**src/rtl/lshifter_norm.sv**
```systemverilog
// Pipelined left-shift normalizer: shifts a mantissa left until its MSB is set,
// bounded by an exponent budget so that denormal results come out correctly.
// Ports: clk, reset (sync, active-high)
//   in/exp_in/valid_in/ready_in             upstream operand handshake
//   out/exp_out/shamt/zero/valid_out/ready_out  downstream result handshake
module lshifter_norm #(
  parameter int n = 24,
  parameter int s = 5,
  parameter int e = 8
) (
  input  logic         clk,
  input  logic         reset,
  input  logic [n-1:0] in,
  input  logic [e-1:0] exp_in,
  input  logic         valid_in,
  output logic         ready_in,
  output logic [n-1:0] out,
  output logic [e-1:0] exp_out,
  output logic [s-1:0] shamt,
  output logic         zero,
  output logic         valid_out,
  input  logic         ready_out
);

  logic [n-1:0] r_data [s];
  logic [s-1:0] r_sh   [s];
  logic [e-1:0] r_bud  [s];
  logic [e-1:0] r_exp  [s];
  logic [s-1:0] r_zero;
  logic [s-1:0] r_vld;

  logic [n-1:0] w_pd  [s];
  logic [s-1:0] w_psh [s];
  logic [e-1:0] w_pb  [s];
  logic [e-1:0] w_px  [s];
  logic [s-1:0] w_pz;
  logic [s-1:0] w_pv;

  logic [n-1:0] w_nd  [s];
  logic [s-1:0] w_nsh [s];
  logic [e-1:0] w_nb  [s];
  logic [s-1:0] w_tk;
  logic [s-1:0] w_ld;

  genvar k;
  generate
    for (k = 0; k < s; k++) begin : g_st
      localparam int W = 1 << (s - 1 - k);

      if (k == 0) begin : g_src
        // Budget is exp_in-1 so a normal result never reaches exponent 0.
        assign w_pd[k]  = in;
        assign w_psh[k] = '0;
        assign w_pb[k]  = (exp_in != '0) ? exp_in - e'(1) : '0;
        assign w_px[k]  = exp_in;
        assign w_pz[k]  = (in == '0);
        assign w_pv[k]  = valid_in;
      end else begin : g_src
        assign w_pd[k]  = r_data[k-1];
        assign w_psh[k] = r_sh[k-1];
        assign w_pb[k]  = r_bud[k-1];
        assign w_px[k]  = r_exp[k-1];
        assign w_pz[k]  = r_zero[k-1];
        assign w_pv[k]  = r_vld[k-1];
      end

      assign w_tk[k] = (w_pd[k][n-1 -: W] == '0)
                    && (w_pb[k] >= e'(W));

      assign w_nd[k]  = w_tk[k] ? (w_pd[k] << W) : w_pd[k];
      assign w_nsh[k] = w_tk[k] ? w_psh[k] + s'(W) : w_psh[k];
      assign w_nb[k]  = w_tk[k] ? w_pb[k] - e'(W) : w_pb[k];
    end
  endgenerate

  // A stage loads when it is empty or its successor is draining it;
  // walking from the output back lets bubbles collapse under stall.
  always_comb begin
    logic acc;
    acc = ready_out;
    w_ld = '0;
    for (int i = s - 1; i >= 0; i--) begin
      acc = acc | !r_vld[i];
      w_ld[i] = acc;
    end
  end

  always_ff @(posedge clk) begin
    if (reset) begin
      for (int i = 0; i < s; i++) begin
        r_data[i] <= '0;
        r_sh[i]   <= '0;
        r_bud[i]  <= '0;
        r_exp[i]  <= '0;
      end
      r_zero <= '0;
      r_vld  <= '0;
    end else begin
      for (int i = 0; i < s; i++) begin
        if (w_ld[i]) begin
          r_data[i] <= w_nd[i];
          r_sh[i]   <= w_nsh[i];
          r_bud[i]  <= w_nb[i];
          r_exp[i]  <= w_px[i];
          r_zero[i] <= w_pz[i];
          r_vld[i]  <= w_pv[i];
        end
      end
    end
  end

  assign ready_in  = w_ld[0];
  assign out       = r_data[s-1];
  assign shamt     = r_sh[s-1];
  assign zero      = r_zero[s-1];
  assign valid_out = r_vld[s-1];

  // Unnormalized result means denormal or zero: exponent field is 0.
  assign exp_out = out[n-1] ? r_exp[s-1] - e'(r_sh[s-1]) : '0;

endmodule

```
**config.mk**
```make
export PLATFORM = sky130hd
export DESIGN_NAME = lshifter_norm
export DESIGN_NICKNAME = d
export VERILOG_FILES = /design/src/rtl/lshifter_norm.sv
export SDC_FILE = /design/constraint.sdc
export NUM_CORES = 1
export LEC_CHECK = 0
export ABC_CLOCK_PERIOD_IN_PS = 3150
export BUFFER_PORTS_ARGS = -buffer_cell sky130_fd_sc_hd__buf_2
export CORE_UTILIZATION = 25
export CTS_CLUSTER_SIZE = 10
export DETAILED_ROUTE_END_ITERATION = 16
export PLACE_DENSITY = 0.45
export SETUP_SLACK_MARGIN = 0.3
export SYNTH_ARGS = -nofsm -noshare
export SYNTH_HDL_FRONTEND = slang
export SYNTH_SLANG_ARGS = --single-unit
export TNS_END_PERCENT = 100
```
**constraint.sdc**
```tcl
create_clock -name clk -period 3.15 [get_ports clk]
set_input_delay 0.315 -clock clk [delete_from_list [all_inputs] [get_ports clk]]
set_output_delay 0.315 -clock clk [all_outputs]
set_load 0.02 [all_outputs]
```
==> results.ini, run 1 <==
[floorplanning]
fp.dieH_um = 200
num_rows = 72
io_pins = 76
fp.coreArea_um2 = 38600
die_area_um2 = 40000
start_util_pct = 25.4
die_x_um = 200

[worst_setup_path]
endpoint_kind = output pin
rrSetupSlack_ns = 0.73
critPathMostFrequentCell = inv_1
path_max_fanout = 2
worst-setup-path-type = flip-flop to output pin
critPathSlowestCell = edfxtp_1
reg2reg_to = r_bud[0][31]
critPathTopFamily = adder cells
cp_num_buf_inv = 3
critPathRequiredTime_ns = 2.83
reg2reg_depth = 7
r2r_start = r_vld[4]
path_cells = inv_1 -> ha_2 -> inv_1 -> fa_2 -> a21o_1 -> a21oi_2 -> nor2b_2 -> nor3_2 -> xor2_1 -> and2_1 -> buf_6
cp_slowest_stage_delay_ns = 0.35
arrival_ns = 2.45
worst_setup_path_start_kind = flip-flop

[route]
drt_wl_total_mm = 18.2
dr_total_vias = 5794
ant_nets = 0
vias_per_cell = 4.06
drt_first_iter_violations = 340
firstDrtPassIters = 4
wl_per_cell_um = 12.8
remaining_drc_errors = 0

[logic_synthesis]
synth_cell_type_count = 43
synth_edf_count = 207
synth_area_leaders = edfxtp_1, nand2_1, a21oi_1
syn_area_per_cell_um2 = 11.6
syn_area_um2 = 9810
synth_nets = 895
synth_top_area_share_pct = 63.3
yosysSeqAreaShare_pct = 65.4
ys_async_sr_fraction_pct = 0
synthFlopType = edfxtp_1
yosys_warnings = 0
syn_inst = 846
yosysTopAreaCell = edfxtp_1
synth.ff_latch_count = 217

[clock_network]
cts_sinks = 217
cts_hold_buf = 0
cts-htree-levels = 1
cts-root-buf = clkbuf_16
cts_setup_buffers = 0
cts-buffers-inserted = 26
worstSkewPairLatency_ns = 0.51
cts_tree = built
clockBufferDepth = 3
path_clk_slew_ns = 0.05

[timing]
period_share_pct = 87.8
setup_viol = 0
fin_skew_ns = 0.0141
maxSlewHeadroom_pct = 31.8
tns_ns = 0
hold_viol = 0
rsz0062_at_grt = true
maxSlewViolCount = 0
finalCriticalPeriod_ns = 2.76
worst_pin_slew_ns = 1.02
timing.fmax_ghz = 0.362

[worst_hold_path]
hp-start = valid_in
holdPathStages = 3
hp-class = input pin to flip-flop
holdPathEnd = r_vld[0]

[power]
p_leak_nw = 4.52
power.density_nw_per_um2 = 592
vdd_ir_drop_max_v = 0.000345

[global_routing]
grt_pass1_vias = 5617
gr-total-overflow = 0
antenna_found_initial = 0
grt_start_max_net_pins = 51
grtUsageTotal_pct = 9.10
grt_pass1_wl_mm = 30.1

[run_status]
status = completed

[layout]
fillers = 3947
diodes = 0
utilization_pct = 29.5
finalNetCount = 944
instances_no_fill = 1426
drive_gt1_share_pct = 15.7
area.growth.synth_to_final_pct = 16.2
design_area_um2 = 11400

[flow_run]
maxCapViolCount = 0

[placed_design]
dp_hpwl_mm = 12.9
dpl_cell_area_um2 = 10600
io_buffers = 75
globalplace.congestion = 0.764
place_inst = 1385

[tightest hold or removal path, delay by kind of cell]
kind,cells,cell delay (ns)
simple gates,2,0.10
buf+inv,1,0.09
[stage by stage]
stage / power, mW / hold slack, ns / setup slack (ns)
floorplan: 3.91 / 0.429 / 0.533
global placement: 4.09 / 0.438 / 0.396
detailed placement: 4.09 / 0.455 / 0.392
CTS: 6.85 / 0.0133 / 0.295
global route: 7.05 / 0.0286 / 0.192
finish: 6.75 / 0.0385 / 0.386
[sequential cells by signal, summed over array words and instances, names as in the netlist]
register / flops
r_exp: 40
r_zero: 5
r_bud: 32
r_sh: 15
r_data: 120
r_vld: 5
[cell usage in the layout, fill, tap and decap left out, types with 3 or more instances in the layout]
master	n
mux2i_1	15
xnor2_1	10
edfxtp_1	207
and3_1	25
nor2b_1	7
nor2_1	71
nand4_1	3
nor4_1	15
o21ai_0	12
nand2_1	151
clkbuf_16	27
a21oi_1	85
buf_4	17
nand3_1	7
and2_1	67
ha_1	11
xor2_1	8
clkbuf_1	9
buf_2	74
nor3_1	10
a21o_1	3
dfxtp_1	10
inv_1	22
[synth_stat cells, types with 11 or more instances]
library cell / count
edfxtp_1: 207
nand2_1: 151
nor4_1: 15
buf_2: 16
clkbuf_1: 23
ha_1: 12
a21oi_1: 86
inv_1: 22
nor2_1: 71
and2_1: 67
and3_1: 25
nor3_1: 11
o21ai_0: 13
mux2i_1: 15
buf_4: 33
[what timing repair did]
| action | 4_1_cts | 5_1_grt |
|---|---|---|
| resized for setup | 4 | 5 |
| setup endpoints to repair | 1 | 3 |
| pin swaps | 0 | 4 |
[final cells by class]
| class | count | area (um2) | area share [%] |
|---|---|---|---|
| clock inverters | 4 | 42.5 | 0.373 |
| inverters | 22 | 82.6 | 0.724 |
| well taps | 518 | 648 | 5.68 |
| flip-flops and latches | 217 | 6420 | 56.3 |
| clock buffers | 37 | 723 | 6.34 |
| repair buffers | 94 | 549 | 4.82 |
| multi-input cells | 534 | 2940 | 25.8 |
[layer usage]
| layer | part of all wire (%) | wire [um] | GRT usage [%] | vias up |
|---|---|---|---|---|
| li1 | - | - | - | 3008 |
| met1 | 50 | 9100 | 12.6 | 2649 |
| met2 | 44 | 8110 | 14.4 | 110 |
| met3 | 4.0 | 725 | 1.76 | 27 |
| met4 | 1.6 | 293 | 2.53 | 0 |
| met5 | 0 | 0 | 0 | - |
[logic make-up after synthesis]
logic type / share of synthesized area [%]
flip-flops: 65.4
buffers and inverters: 5.18
AND/OR/NAND/NOR: 18.4
multiplexers: 1.80
XOR/XNOR: 1.61
adder cells (fa/ha/maj): 1.73
AO/OA/AOI/OAI: 5.90
[report_power, final]
part	internal, mW	switching [mW]
logic	0.236	0.416
clock network	1.65	1.07
registers	3.30	0.0744
[worst max-delay path by stage]
| stage | slack, ns | endpoint | start | cells after the start |
|---|---|---|---|---|
| finish | 0.39 | exp_out[6] | r_exp[0][32] | 11 |
| detailed placement | 0.39 | r_bud[0][5] | exp_in[2] | 11 |
| CTS | 0.29 | exp_out[6] | r_exp[0][32] | 11 |
| global route | 0.19 | exp_out[6] | r_exp[0][32] | 11 |
| floorplan | 0.53 | r_bud[0][10] | r_vld[4] | 6 |
| global placement | 0.40 | r_bud[0][7] | exp_in[2] | 11 |
Note: power is estimated with default switching activity, not from simulation.
==> run 2: changes to the inputs <==
- CORE_MARGIN: not set -> 2
==> results.ini, run 2 (synthesis gave the netlist of run 1 again) <==
[run_status]
status = completed

[floorplanning]
fp.coreArea_um2 = 38700  ; +0.23%
num_rows = 72  ; unchanged
start_util_pct = 25.3  ; -0.059 points
die_x_um = 202  ; +1.0%
fp.dieH_um = 202  ; +1.0%
io_pins = 76  ; unchanged
die_area_um2 = 40900  ; +2.0%

[route]
drt_wl_total_mm = 18.6  ; +1.9%
vias_per_cell = 4.05  ; -0.43%
wl_per_cell_um = 13.0  ; +2.1%
drt_first_iter_violations = 260  ; -24%
firstDrtPassIters = 4  ; unchanged
remaining_drc_errors = 0  ; unchanged
dr_total_vias = 5761  ; -0.57%
ant_nets = 0  ; unchanged

[global_routing]
grt_use_met3_pct = 1.37  ; -0.39 points
antenna_found_initial = 0  ; unchanged
grtUsageTotal_pct = 9.12  ; +0.020 points
grt_start_max_net_pins = 57  ; +12%
grt_use_met1_pct = 13.0  ; +0.40 points
grt_busiest_layer = met2
grt_pass1_vias = 5844  ; +4.0%
gr-total-overflow = 0  ; unchanged
grt.met2_usage_pct = 14.3  ; -0.19 points
grt_pass1_wl_mm = 30.7  ; +2.0%

[timing]
setup_viol = 0  ; unchanged
finalCriticalPeriod_ns = 2.79  ; +0.0258 ns
worst_pin_slew_ns = 1.01  ; -0.0172 ns
timing.fmax_ghz = 0.358  ; -0.92%
maxSlewViolCount = 0  ; unchanged
worst_slack_ns = 0.360  ; -0.0258 ns
period_share_pct = 88.6  ; +0.82 points
rsz0062_at_grt = true
maxSlewHeadroom_pct = 33.0  ; +1.1 points
fin_skew_ns = 0.0157  ; +0.00162 ns
hold_viol = 0  ; unchanged
tns_ns = 0  ; unchanged

[power]
switching_share_pct = 23.3  ; +0.14 points
p_leak_nw = 4.49  ; -0.55%
seqPwrFrac_pct = 50.8  ; +0.8 points
pwr-share-comb_pct = 9.8  ; about the same
p_switching_mw = 1.55  ; -0.94%
clkPwrFrac_pct = 39.4  ; -0.9 points
p_int_mw = 5.10  ; -1.7%
vdd_ir_drop_max_v = 0.000372  ; +7.9%
power.density_nw_per_um2 = 587  ; -0.92%

[worst_hold_path]
hp-class = input pin to flip-flop

[placed_design]
globalplace.congestion = 0.764  ; about the same
dp_hpwl_mm = 13.0  ; +0.74%
io_buffers = 75  ; unchanged
post-place-ws_ns = 0.348  ; -0.0433 ns

[worst_setup_path]
crit_cells = 11  ; unchanged
path_max_fanout = 2  ; unchanged
arrival_ns = 2.48  ; +0.03 ns
critPathRequiredTime_ns = 2.83  ; about the same
endpoint_kind = output pin
rrSetupSlack_ns = 0.76  ; +0.03 ns
reg2reg_to = r_sh[0][12]
critPathMostFrequentCell = inv_1
cp_num_buf_inv = 3  ; unchanged
r2r_start = r_vld[4]
cp_slowest_stage_delay_ns = 0.36  ; about the same
setup.worst_path.start = r_exp[0][32]
crit_end = exp_out[6]
critPathSlowestCell = edfxtp_1
path_cells = inv_1 -> ha_1 -> inv_1 -> fa_2 -> a21o_1 -> a21oi_2 -> nor2b_1 -> nor3_2 -> xor2_1 -> and2_1 -> buf_4
worst_setup_path_start_kind = flip-flop
worst-setup-path-type = flip-flop to output pin
reg2reg_depth = 7  ; unchanged
critPathTopFamily = adder cells

[layout]
largest_reg_flops = 120  ; unchanged
seqCellArea_um2 = 6420  ; unchanged
top_regs = r_data (120), r_exp (40), r_bud (32)
final_cell_mix = edfxtp_1, nand2_1, a21oi_1
fillers = 4032  ; +2.2%
area.growth.synth_to_final_pct = 15.5
regMostFlops = r_data
multi_input_area_um2 = 2930  ; -0.17%
finalNetCount = 943  ; -0.11%
final_common_cell = edfxtp_1
diodes = 0  ; unchanged
drive_gt1_share_pct = 15.5  ; -0.30 points

[clock_network]
cts_sinks = 217  ; unchanged
cts_tree = built
cts-buffers-inserted = 26  ; unchanged
path_clk_slew_ns = 0.05  ; about the same
cts-htree-levels = 1  ; unchanged
cts-root-buf = clkbuf_16
clockBufferDepth = 3  ; unchanged
worstSkewPairLatency_ns = 0.52  ; about the same

[flow_run]
maxCapViolCount = 0  ; unchanged

[run 2: stage by stage]
step	hold slack, ns	area [um2]	cells	util (%)	power, mW
6_report	0.0309	11300	1424	29.3	6.65
4_1_cts	0.0243	11300	1424	29.2	6.75
3_3_place_gp	0.440	10600	1384	27.3	4.08
3_5_place_dp	0.460	10600	1384	27.3	4.09
2_1_floorplan	0.429	9820	846	-	3.91
5_1_grt	0.0262	11300	1424	29.3	6.96
[run 2: power by group through the flow]
stage	Sequential (mW)	Clock (mW)	Combinational, mW
2_1_floorplan	3.41	0	0.501
3_3_place_gp	3.44	0	0.649
3_5_place_dp	3.44	0	0.656
4_1_cts	3.38	2.71	0.659
5_1_grt	3.39	2.83	0.744
6_report	3.38	2.62	0.653
[run 2: worst min path at each step]
stage	from	to	slack [ns]	cells past startpoint
after floorplan	r_vld[2]	r_vld[3]	0.43	2
after global placement	r_vld[2]	r_vld[3]	0.44	2
after detailed placement	r_zero[0]	r_zero[1]	0.46	2
after CTS	valid_in	r_vld[0]	0.02	3
after global routing	valid_in	r_vld[0]	0.03	3
final	valid_in	r_vld[0]	0.03	3
[run 2: timing repair]
action / in CTS / in global routing
gates resized for setup: 3 / 4
hold buffers: 0 / 0
pin swaps: 1 / 2
buffers inserted: 0 / 0
endpoints found under the setup margin: 3 / 3
[run 2: worst min-delay path, stage by stage]
cell and delay (ns):
buf_2 0.09, nor2_1 0.04, nor2_1 0.07
[run 2: area by class of cell]
class	instances	share of cell area, %
clock buffers	37	6.38
flip-flops and latches	217	56.6
well taps	518	5.72
multi-input cells	534	25.9
clock inverters	3	0.121
inverters	22	0.729
repair buffers	93	4.53
[run 2: metal layers]
layer / share of wire [%] / wire length, um / vias up
met5: 0 / 0 / -
met4: 2.0 / 380 / 0
met3: 3.3 / 619 / 26
met2: 44 / 8130 / 97
met1: 51 / 9450 / 2627
li1: - / - / 3011
